[src/rtl/code_8_3_if.sv]
// Request/result bundle for the code_8_3 dual priority encoder.
// din: 8-bit request vector, dout: registered encoded result.
interface code_8_3_if;
    logic [7:0] din;
    logic [7:0] dout;

    modport master (
        output din,
        input  dout
    );

    modport slave (
        input  din,
        output dout
    );
endinterface

[src/rtl/code_8_3.sv]
// Dual priority encoder: high/low set-bit index, valid and multiple flags.
// Ports: clk, rst (sync, active-high), bus.din in, bus.dout registered out.
module code_8_3 (
    input  logic       clk,
    input  logic       rst,
    code_8_3_if.slave  bus
);

    logic [2:0] hi_idx;
    logic [2:0] lo_idx;
    logic       valid;
    logic       multi;

    // Ascending scan: the last set bit seen is the highest.
    // Descending scan: the last set bit seen is the lowest.
    always_comb begin
        hi_idx = 3'd0;
        lo_idx = 3'd0;
        for (int i = 0; i < 8; i++) begin
            if (bus.din[i]) begin
                hi_idx = i[2:0];
            end
        end
        for (int i = 7; i >= 0; i--) begin
            if (bus.din[i]) begin
                lo_idx = i[2:0];
            end
        end
    end

    assign valid = |bus.din;
    // Clearing the lowest set bit leaves something only if 2+ bits were set.
    assign multi = |(bus.din & (bus.din - 8'd1));

    always_ff @(posedge clk) begin
        if (rst) begin
            bus.dout <= 8'h00;
        end else begin
            bus.dout <= {lo_idx, multi, valid, hi_idx};
        end
    end

endmodule

[src/flat_wrapper.sv]
// flat-port wrapper written by rule: the top's interface ports become plain ports
module code_8_3_flat 
  (clk, rst, bus_din, bus_dout);
  code_8_3_if bus_i ();
  input  logic clk;
  input  logic rst;
  input wire logic [$bits(bus_i.din)-1:0] bus_din;
  output wire logic [$bits(bus_i.dout)-1:0] bus_dout;
  assign bus_i.din = bus_din;
  assign bus_dout = bus_i.dout;
  code_8_3 u_core (.clk(clk), .rst(rst), .bus(bus_i));
endmodule
[config.mk]
export PLATFORM = sky130hd
export DESIGN_NAME = code_8_3_flat
export DESIGN_NICKNAME = d
export VERILOG_FILES = /design/src/rtl/code_8_3_if.sv /design/src/rtl/code_8_3.sv /design/src/flat_wrapper.sv
export SDC_FILE = /design/constraint.sdc
export NUM_CORES = 1
export LEC_CHECK = 0
export BUFFER_PORTS_ARGS = -buffer_cell sky130_fd_sc_hd__buf_2
export CAP_MARGIN = 40
export CORE_AREA = 5 5 42 44
export DETAILED_ROUTE_END_ITERATION = 10
export DIE_AREA = 0 0 47 49
export GPL_TIMING_DRIVEN = 0
export PLACE_DENSITY = 0.51
export SETUP_SLACK_MARGIN = 0.5
export SLEW_MARGIN = 20
export SYNTH_ARGS = -nofsm -noshare
export SYNTH_HDL_FRONTEND = slang
export SYNTH_SLANG_ARGS = --single-unit
[constraint.sdc]
create_clock -name clk -period 1.9 [get_ports clk]
set_input_delay 0.38 -clock clk [delete_from_list [all_inputs] [get_ports clk]]
set_output_delay 0.38 -clock clk [all_outputs]
set_load 0.01 [all_outputs]
# Yosys cells after proc, flatten, opt, wreduce, memory -nomap -nowiden
# Cells that the tools add are included.
[word_totals]
register_bits = 8
input_bits = 10
out_inout_bits = 8
elab_cells = 25
[op_classes]
addsub = 1
muxes = 14
n_bitwise = 1
reduce_logical = 5
[op_table]
columns = ["cell", "count"]
rows = [
  ["$mux 3", 8],
  ["$reduce_or 8->1", 2],
  ["$and 8x8->8", 1],
  ["$mux 2", 4],
  ["$sub 8x1->8 const B", 1],
  ["$reduce_or 5->1", 1],
  ["$reduce_or 3->1", 1],
  ["$mux 1", 2],
  ["$reduce_or 2->1", 1],
]

# Logic depth before layout (Yosys ltp)
[logic_depth]
depth_word = 7
mapped_depth = 4
mapped_depth_nobuf = 4

# Worst setup path after synthesis
# OpenSTA, ideal clock, no wires.
[synth_timing]
path_kind = "input -> register"
from = "input bus_din[0]"
to = "register u_core.bus.dout[4]"
setup_time_ps = 123
arrival_ps = 920
required_time_ps = 1777
setup_slack_ps = 856
cell_stages = 3
path_buffers = 0
cell_sequence = "maj3_1 o21ai_0 nand3_1"
[synth_via]
elab_chain_len = 3
[synth_lines]
columns = ["item", "line", "rtl"]
rows = [
  ["start, declared", "flat_wrapper.sv:7", "input wire logic [$bits(bus_i.din)-1:0] bus_din;"],
  ["$sub 8x1->8", "code_8_3.sv:33", "assign multi = |(bus.din & (bus.din - 8'd1));"],
  ["$and 8x8->8 *", "code_8_3.sv:33", ""],
  ["$reduce_or 8->1 *", "code_8_3.sv:33", ""],
  ["end signal, assigned", "code_8_3.sv:39", "bus.dout <= {lo_idx, multi, valid, hi_idx};"],
  ["end, declared", "code_8_3_if.sv:14", "output dout"],
]
# Mark *: on every way between the ends. The rest lies on a longest branch, timed or not.
# A chain may end at the register's enable or synchronous reset.

# Worst setup path in the final report
[layout_timing]
from = "register u_core.bus.dout[4]"
to = "output bus_dout[4]"
[layout_rtl]
columns = ["item", "line", "rtl"]
rows = [
  ["end, declared", "flat_wrapper.sv:8", "output wire logic [$bits(bus_i.dout)-1:0] bus_dout;"],
]
# No word-level cell between the ends.

==> impl_metrics.json <==
{
  "nNetsFinal": 73,
  "die-area_um2": 2300,
  "synth_common_cells": "8 x dfxtp_1, 7 x a21oi_1, 5 x o21ai_0",
  "min_to": "u_core.bus.dout[6]",
  "drc": 0,
  "synth_xor_area_frac": 0,
  "synth-compound-area-share": 0.288,
  "synth_ff_type": "dfxtp_1",
  "min_path_type": "in2reg",
  "synth-edff-count": 0,
  "num_io_pins": 18,
  "dieHeight_um": 49,
  "powerDensity_nw_per_um2": 780,
  "viasPerCell": 4.55,
  "grt_pass1_wl_mm": 1.17,
  "largest_registers": "u_core.bus.dout x8",
  "crit_type": "reg2out",
  "finalSetupTns_ns": 0,
  "critPathCaptureType": "output port",
  "drtPass1Iterations": 4,
  "wl_per_cell_um": 9.95,
  "synthMuxAreaShare": 0,
  "syn_to_final_growth_pct": 34.9,
  "cts_buffer_depth": 2,
  "cp_num_buf_inv": 1,
  "cts_buffers": 3,
  "die_w_um": 47,
  "tightest_slew_ns": 0.385,
  "core-area_um2": 1400,
  "cp_max_fo": 1,
  "hold_slack_ns": 0.368,
  "status": "finished, final reports clean",
  "synthCells": 42,
  "hold_viol": 0,
  "fmax_mhz": 954,
  "start_kind": "flip-flop",
  "avgSynthCellArea_um2": 8.37,
  "cts_tree": "done",
  "synth_seq_cells": 8,
  "netlist_top_cells_area": "dfxtp_1 46%, a21oi_1 10%, o21ai_0 7.1%, a2111oi_2 4.3%, nor2_1 4.3%",
  "setup_violations": 0,
  "min_period_over_period": 0.552,
  "maxCapViolCount": 0,
  "rsz0062_at_grt": "false",
  "drt_iter0_markers": 3,
  "period_needed_ns": 1.05,
  "synth_top_area_frac": 0.456,
  "synth_adder_area_share": 0.0285,
  "power_leakage_nw": 0.215,
  "post_cts_buffers": 0,
  "critPathRequiredTime_ns": 1.52,
  "max_stage_delay_ns": 0.29,
  "regMostFlops": "u_core.bus.dout",
  "rows": 14,
  "yosys_warnings": 0,
  "detailed_place_hpwl_um": 611,
  "ys_async_sr_fraction": 0,
  "hold_depth": 2,
  "critPathSlowestCell": "dfxtp_1",
  "diodes": 0,
  "ant_nets": 0,
  "antenna_found_initial": 0,
  "final-max-slew-violation-count": 0,
  "drive_gt1_frac": 0.361,
  "io_buffers": 16,
  "crit_arrival_ns": 0.67,
  "largest_register_ffs": 8,
  "grt_pass1_vias": 304,
  "netlist_area_um2": 352,
  "clock_sinks": 8,
  "yosys.cell_count.top_type": "dfxtp_1",
  "gp_congestion": 0.731,
  "cts_resized": 0,
  "htree_levels": 1,
  "relSlewSlack": 0.743,
  "grt_usage": 0.0755,
  "postRouteWirelength_um": 766,
  "cts-root-buf": "clkbuf_4",
  "cpLargestDelayFamily": "flip-flops",
  "syn_nets": 52,
  "via_count": 350,
  "synthSimpleGateAreaFrac": 0.185,
  "initial_utilization": 0.251,
  "synth-seq-area-share": 0.456,
  "grt-ovfl-total": 0,
  "synth_cell_types": 17,
  "max-vdd-ir-drop_mv": 0.262,
  "yosys.area.top_type": "dfxtp_1",
  "grt_start_max_net_pins": 10,
  "worstHoldStart": "bus_din[0]",
  "crit_chain": "buf_2",
  "cts_hold_buf": 0,
  "synth_top_family_by_area": "compound AO/OA/AOI/OAI gates",
  "path_clk_slew_ns": 0.05
}
==> through the flow <==
step | setup slack (ns) | instances | util | power (mW) | area (µm²)
floorplan | 0.856 | 42 | - | 0.216 | 352
global placement | 0.640 | 74 | 0.322 | 0.247 | 452
detailed placement | 0.643 | 74 | 0.322 | 0.247 | 452
CTS | 0.839 | 77 | 0.338 | 0.376 | 474
global route | 0.810 | 77 | 0.338 | 0.392 | 474
finish | 0.852 | 77 | 0.338 | 0.370 | 474
==> cells by family (layout without fill, tap and decap cells) <==
group                    Yosys count  in the layout
buffers and inverters              4             23
AND/OR/NAND/NOR                   13             13
flip-flops                         8              8
AO/OA/AOI/OAI                     16             16
adder cells (fa/ha/maj)            1              1
==> report_power, final <==
part | internal [mW] | total, mW | switching (mW)
combinational | 0.0262 | 0.0631 | 0.0369
sequential | 0.178 | 0.180 | 0.00171
clock | 0.0721 | 0.127 | 0.0547
==> layout by cell type, fill, tap and decap left out, drive strengths merged <==
cell	synthesis	layout
buf	0	16
dfxtp	8	8
a21oi	7	7
o21ai	6	6
nor2	5	5
clkbuf	1	4
inv	3	3
nand2	3	3
nor3	2	2
nor2b	1	1
a22o	1	1
maj3	1	1
nand3	1	1
nand2b	1	1
a41oi	1	1
a2111oi	1	1
==> metal layers <==
metal	track usage	up-vias	wire, µm
met5	0	-	0
met4	0.0829	0	27
met3	0.0369	4	74
met2	0.0950	15	338
met1	0.0817	140	325
li1	-	191	-
==> area by class of cell <==
type | count | area [µm²]
well taps | 16 | 20.0
clock buffers | 3 | 22.5
plain buffers | 1 | 3.75
inverters | 3 | 11.3
repair buffers | 16 | 80.1
multi-input cells | 30 | 176
flip-flops and latches | 8 | 160
fillers | 156 | 927
==> worst max-delay path by stage <==
stage | cells after the start | slack (ns) | end | from
2_1_floorplan | 3 | 0.86 | u_core.bus.dout[4] | bus_din[0]
6_report | 1 | 0.85 | bus_dout[4] | u_core.bus.dout[4]
3_5_place_dp | 4 | 0.64 | u_core.bus.dout[4] | bus_din[0]
3_3_place_gp | 4 | 0.64 | u_core.bus.dout[4] | bus_din[0]
5_1_grt | 1 | 0.81 | bus_dout[3] | u_core.bus.dout[3]
4_1_cts | 1 | 0.84 | bus_dout[6] | u_core.bus.dout[6]
(Power assumes the default switching activity.)
